$ cat src/rtl/resonant_pkg.sv
// Shared types and arithmetic helpers for the multi-channel resonant-system emulator.
// Optional Q-loss emulation is compiled in with the Q_DROP_EN macro.
package resonant_pkg;

  typedef enum logic [2:0] {
    IDLE,
    LOAD,
    HI,
    LO,
    DONE,
    GAP
  } res_state_t;

  function automatic int unsigned sat_sub(input int unsigned a, input int unsigned b);
    return (a > b) ? (a - b) : 0;
  endfunction

  // Pulses per window: scaled reference code clamped to the saturation limit.
  function automatic int unsigned pulse_count(input int unsigned code,
                                              input int unsigned shift,
                                              input int unsigned max_p);
    int unsigned n;
    n = code >> shift;
    return (n > max_p) ? max_p : n;
  endfunction

endpackage

$ cat src/rtl/resonant_ch.sv
// One resonator channel: window FSM, pulse/duration/gap counters, optional Q-drop window counter.
// Q_DROP_EN adds the completed-window counter and the per-window pulse reduction.
module resonant_ch
  import resonant_pkg::*;
#(
  parameter int unsigned BUS_WIDTH      = 10,
  parameter int unsigned PULSE_DURATION = 3,
  parameter int unsigned SCALE_SHIFT    = 3,
  parameter int unsigned MAX_PULSES     = 100,
  parameter int unsigned WIN_GAP        = 4
`ifdef Q_DROP_EN
  ,
  parameter int unsigned DROP_AFTER     = 8,
  parameter int unsigned DROP_PULSES    = 2
`endif
) (
  input  logic                 clk,
  input  logic                 rst_n,
  input  logic                 start_i,
  input  logic [BUS_WIDTH-1:0] i_ref_i,
  output logic                 q_o,
  output logic                 ended_o,
  output logic                 busy_o,
  output res_state_t           state_o
);

  localparam int unsigned PCW = $clog2(MAX_PULSES + 1);
  localparam int unsigned DCW = $clog2(PULSE_DURATION + 1);
  localparam int unsigned GCW = $clog2(WIN_GAP + 1);

  res_state_t     state_q, state_d;
  logic [DCW-1:0] dur_q, dur_d;
  logic [PCW-1:0] rem_q, rem_d;
  logic [GCW-1:0] gap_q, gap_d;
  logic [PCW-1:0] n_load;
  int unsigned    n_calc;
  logic           dur_last;

`ifdef Q_DROP_EN
  localparam int unsigned WCW = $clog2(DROP_AFTER + 1);
  logic [WCW-1:0] win_q, win_d;
  logic           drop_on;

  // The window counter parks at DROP_AFTER, which also marks the drop as active for good.
  assign drop_on = (win_q == WCW'(DROP_AFTER));

  always_comb begin
    win_d = win_q;
    if (state_q == DONE && !drop_on) begin
      win_d = win_q + 1'b1;
    end
  end
`endif

  always_comb begin
    n_calc = pulse_count(32'(i_ref_i), SCALE_SHIFT, MAX_PULSES);
`ifdef Q_DROP_EN
    if (drop_on) begin
      n_calc = sat_sub(n_calc, DROP_PULSES);
    end
`endif
    n_load = PCW'(n_calc);
  end

  assign dur_last = (dur_q == DCW'(PULSE_DURATION - 1));

  // start is a level enable: dropping it inside LOAD/HI/LO abandons the window without a strobe.
  always_comb begin
    state_d = state_q;
    dur_d   = dur_q;
    rem_d   = rem_q;
    gap_d   = gap_q;
    case (state_q)
      IDLE: begin
        if (start_i) begin
          state_d = LOAD;
        end
      end
      LOAD: begin
        dur_d = '0;
        if (!start_i) begin
          state_d = IDLE;
        end else begin
          rem_d   = n_load;
          state_d = (n_load == '0) ? DONE : HI;
        end
      end
      HI: begin
        if (!start_i) begin
          state_d = IDLE;
        end else if (dur_last) begin
          dur_d   = '0;
          state_d = LO;
        end else begin
          dur_d = dur_q + 1'b1;
        end
      end
      LO: begin
        if (!start_i) begin
          state_d = IDLE;
        end else if (dur_last) begin
          dur_d   = '0;
          rem_d   = rem_q - 1'b1;
          state_d = (rem_q == PCW'(1)) ? DONE : HI;
        end else begin
          dur_d = dur_q + 1'b1;
        end
      end
      DONE: begin
        gap_d   = '0;
        state_d = GAP;
      end
      GAP: begin
        if (gap_q == GCW'(WIN_GAP - 1)) begin
          gap_d   = '0;
          state_d = IDLE;
        end else begin
          gap_d = gap_q + 1'b1;
        end
      end
      default: begin
        state_d = IDLE;
      end
    endcase
  end

  always_ff @(posedge clk or negedge rst_n) begin
    if (!rst_n) begin
      state_q <= IDLE;
      dur_q   <= '0;
      rem_q   <= '0;
      gap_q   <= '0;
`ifdef Q_DROP_EN
      win_q   <= '0;
`endif
    end else begin
      state_q <= state_d;
      dur_q   <= dur_d;
      rem_q   <= rem_d;
      gap_q   <= gap_d;
`ifdef Q_DROP_EN
      win_q   <= win_d;
`endif
    end
  end

  // Outputs decode the registered state only, so reset clears them immediately.
  assign q_o     = (state_q == HI);
  assign ended_o = (state_q == DONE);
  assign busy_o  = (state_q == LOAD) || (state_q == HI) || (state_q == LO) || (state_q == DONE);
  assign state_o = state_q;

endmodule

$ cat src/rtl/resonant_sys_mc.sv
// Multi-channel resonant-system emulator: N_CH independent pulse-train channels sharing start.
// Define Q_DROP_EN to enable the Q-loss emulation in every channel.
module resonant_sys_mc
  import resonant_pkg::*;
#(
  parameter int unsigned N_CH           = 2,
  parameter int unsigned BUS_WIDTH      = 10,
  parameter int unsigned PULSE_DURATION = 3,
  parameter int unsigned SCALE_SHIFT    = 3,
  parameter int unsigned MAX_PULSES     = 100,
  parameter int unsigned WIN_GAP        = 4
`ifdef Q_DROP_EN
  ,
  parameter int unsigned DROP_AFTER     = 8,
  parameter int unsigned DROP_PULSES    = 2
`endif
) (
  input  logic                      clk,
  input  logic                      rst_n,
  input  logic                      start,
  input  logic [N_CH*BUS_WIDTH-1:0] i_ref,
  output logic [N_CH-1:0]           q_serialized,
  output logic [N_CH-1:0]           pulses_ended,
  output logic [N_CH-1:0]           busy,
  output logic [3*N_CH-1:0]         state_dbg_o
);

  for (genvar c = 0; c < N_CH; c++) begin : g_ch
    res_state_t ch_state;

    resonant_ch #(
      .BUS_WIDTH      (BUS_WIDTH),
      .PULSE_DURATION (PULSE_DURATION),
      .SCALE_SHIFT    (SCALE_SHIFT),
      .MAX_PULSES     (MAX_PULSES),
      .WIN_GAP        (WIN_GAP)
`ifdef Q_DROP_EN
      ,
      .DROP_AFTER     (DROP_AFTER),
      .DROP_PULSES    (DROP_PULSES)
`endif
    ) u_ch (
      .clk     (clk),
      .rst_n   (rst_n),
      .start_i (start),
      .i_ref_i (i_ref[c*BUS_WIDTH +: BUS_WIDTH]),
      .q_o     (q_serialized[c]),
      .ended_o (pulses_ended[c]),
      .busy_o  (busy[c]),
      .state_o (ch_state)
    );

    assign state_dbg_o[c*3 +: 3] = ch_state;
  end

endmodule
$ cat config.mk
export PLATFORM = sky130hd
export DESIGN_NAME = resonant_sys_mc
export DESIGN_NICKNAME = d
export VERILOG_FILES = /design/src/rtl/resonant_pkg.sv /design/src/rtl/resonant_ch.sv /design/src/rtl/resonant_sys_mc.sv
export SDC_FILE = /design/constraint.sdc
export NUM_CORES = 1
export LEC_CHECK = 0
export BUFFER_PORTS_ARGS = -buffer_cell sky130_fd_sc_hd__buf_2
export CAP_MARGIN = 0
export CORE_ASPECT_RATIO = 1.5
export CORE_MARGIN = 3
export CORE_UTILIZATION = 55
export DETAILED_ROUTE_END_ITERATION = 10
export GPL_ROUTABILITY_DRIVEN = 0
export PLACE_DENSITY_LB_ADDON = 0.2
export RECOVER_POWER = 50
export SLEW_MARGIN = 20
export SYNTH_ARGS = -nofsm -noshare
export SYNTH_HDL_FRONTEND = slang
export SYNTH_SLANG_ARGS = --single-unit
$ cat constraint.sdc
create_clock -name clk -period 2.65 [get_ports clk]
set_input_delay 0.265 -clock clk [delete_from_list [all_inputs] [get_ports clk]]
set_output_delay 0.265 -clock clk [all_outputs]
set_load 0.02 [all_outputs]
==> results.cfg <==
[outcome]
status = complete, but fails checks
violations = max-capacitance violations, max-slew violations

[timing]
tightest_slew_ns = 1.57
max_freq_ghz = 0.541
fin_tns_setup_ns = 0
slew_viol_final = 31
finalSetupViolations = 0
finalCritPeriodShare_pct = 69.8
min_period_ns = 1.85
fin_skew_ns = 0.00599
slew_headroom_pct = -4.49
final_hold_viol_count = 0
rsz0062_at_grt = no

[critical_path]
critPathMaxFanout = 12
startpoint_type = flop
worstSetupPathType = reg -> reg
path_cells = nand2b_2, a211oi_4, buf_4, o21ai_0, a22oi_1
max_stage_delay_ns = 0.50
crit_end = g_ch[1].u_ch.rem_q[2]
r2r_slack_ns = 0.80
reg2regPathDepth = 5
cp_slowest_cell = dfrtp_1
r2r_start = g_ch[1].u_ch.state_o[2]
worstPathRequired_ns = 2.85
cp.arrival_ns = 2.05
worstSetupStartpoint = g_ch[1].u_ch.state_o[2]
r2r_end = g_ch[1].u_ch.rem_q[2]
critPathCaptureType = flop

[logic_synthesis]
synth_most_common_cell = dfrtp_1
syn_inst = 229
seq_area_frac_synth_pct = 37.7
synth-seq-cells = 30
synth_nets = 258
synth_edf_count = 0
yosys_warnings = 0
synthArstFlopShare_pct = 100
synth.avg_cell_area_sq_um = 8.69
netlist.area_leader.share_pct = 37.7
synth.largest_area_cell = dfrtp_1
synthesis.area_sq_um = 1990
synthTopCellsByCount = dfrtp_1, o21ai_0, nand2_1
synth.area.top_cells = dfrtp_1, o21ai_0, buf_4
yosysUniqueCellTypes = 46
synth-main-ff-cell = dfrtp_1

[grt]
use_met3_pct = 5.05
grt_pass1_wl_microns = 6950
antenna_found_initial = 0
grt_max_degree = 31
grt_pass1_vias = 1583
gr-total-overflow = 0
grt_use_total_pct = 21.4
grt_use_met1_pct = 25.1
use_met2_pct = 37.2
busiest_layer = met2

[cells_and_area]
fin_cells = 290
area_growth_pct = 9.18
n_antenna_cell = 0
finalNetCount = 276
drive_gt1_share_pct = 17.3

[cts]
root_buffer = clkbuf_8
worstSkewPairLatency_ns = 0.28
cts_buffers = 5
cts.sinks = 30
ctsResizeCount = 0
holdBufCountCts = 0
htreeDepth = 2
ctsLongestPathBuffers = 2
cts_tree = done
postCtsSetupRepairBufs = 0
clk_transition_reported_paths_ns = 0.06

[floorplan]
die_w_microns = 55.1
die-height_microns = 79.7
fp.coreArea_sq_um = 3450
start_util_pct = 57.7
io_pins = 35
die_area_sq_um = 4390
placementRows = 26

[routing]
dr.pass1.iters = 4
drc = 0
vias = 1727
wl_per_cell_microns = 14.3
drtIter0Drc = 26
viasPerCell = 5.96
totalWireLength_microns = 4160
drtAntennaViolNets = 0

[place]
dp_cells = 282
place_hpwl_microns = 3070
portBuffers = 28

[power_and_ir_drop]
power_w = 0.00197
pwr_density_cell_nw_per_um2 = 908
max-vdd-ir-drop_uv = 555
p_leak_nw = 0.957

[hold_path]
hold_path.class = in -> reg
holdPathStages = 3

[run]
cap_violations = 1
[logic make-up after synthesis]
kind of cell / after synthesis / synth area share, %
xor gates and xnor gates: 2 / 0.881
adders and majority gates: 6 / 3.77
AOI/OAI and AO/OA: 73 / 24.5
DFF: 30 / 37.7
buffers and inverters: 28 / 8.05
and+or+nand+nor: 90 / 25.1
[flip-flops by register name, summed over array words and instances (netlist names)]
signal,count
g_ch.u_ch.rem_q,14
g_ch.u_ch.state_o,6
g_ch.u_ch.gap_q,6
g_ch.u_ch.dur_q,4
[placed cells by master, fill, tap and decap left out, types with 3 or more instances in the layout]
cell type  count
a31oi_1        4
a21o_1         4
nand3_1       11
buf_2         27
nor3_1         3
o21a_1         4
nand4_1        4
nand2b_1       6
clkbuf_8       8
dfrtp_1       30
nor3b_1        6
nand2_1       19
nor2_1        16
a22oi_1        5
o21ai_0       26
ha_1           6
a21oi_1       10
nor2b_1        6
inv_1          9
o22ai_1        4
or4_1          3
a22o_1         3
nand3b_1       3
nor4_1         5
[critical path: cells and delay by family (launching register included)]
kind,cells,cell delay [ns]
compound gates,3,0.73
flops,1,0.50
simple gates,1,0.30
buf+inv,1,0.23
[stage by stage]
step | utilization [%] | hold slack, ns | worst slack, ns | cell area (sq um)
after floorplan | - | -0.0306 | 1.16 | 1990
after global placement | 60.1 | 0.335 | 0.882 | 2070
after detailed placement | 60.1 | 0.335 | 0.842 | 2070
after CTS | 63.2 | 0.0300 | 0.815 | 2180
after global routing | 63.0 | 0.292 | 0.640 | 2170
final | 63.0 | 0.269 | 0.800 | 2170
[power breakdown]
part / total, W / leakage (nW) / switching [W] / internal, W
Clock: 0.000427 / 0.0575 / 0.000165 / 0.000262
Combinational: 0.000730 / 0.517 / 0.000421 / 0.000309
Sequential: 0.000814 / 0.382 / 0.000207 / 0.000607
Total: 0.00197 / 0.957 / 0.000793 / 0.00118
[per-layer routing]
metal	routed length (microns)	part of all wire, %
met2	2190	53
met3	121	2.9
met4	48	1.2
met1	1800	43
met5	0	0
[final cells by class]
class                           count  area, sq um
Sequential cell                    30          751
Inverter                            9         33.8
Timing Repair Buffer               30          154
Tap cell                           42         52.6
Multi-Input combinational cell    171         1070
Fill cell                         333         1280
Clock buffer                        8          110
[worst min path at each step]
stage / startpoint / endpoint / slack [ns]
floorplan: rst_n / g_ch[0].u_ch.dur_q[0] / -0.03
global placement: rst_n / g_ch[0].u_ch.gap_q[1] / 0.33
detailed placement: rst_n / g_ch[0].u_ch.gap_q[0] / 0.33
CTS: rst_n / g_ch[0].u_ch.rem_q[2] / 0.03
global route: i_ref[13] / g_ch[1].u_ch.rem_q[0] / 0.29
finish: i_ref[13] / g_ch[1].u_ch.rem_q[0] / 0.27
Power figures use the tool's default switching activity.
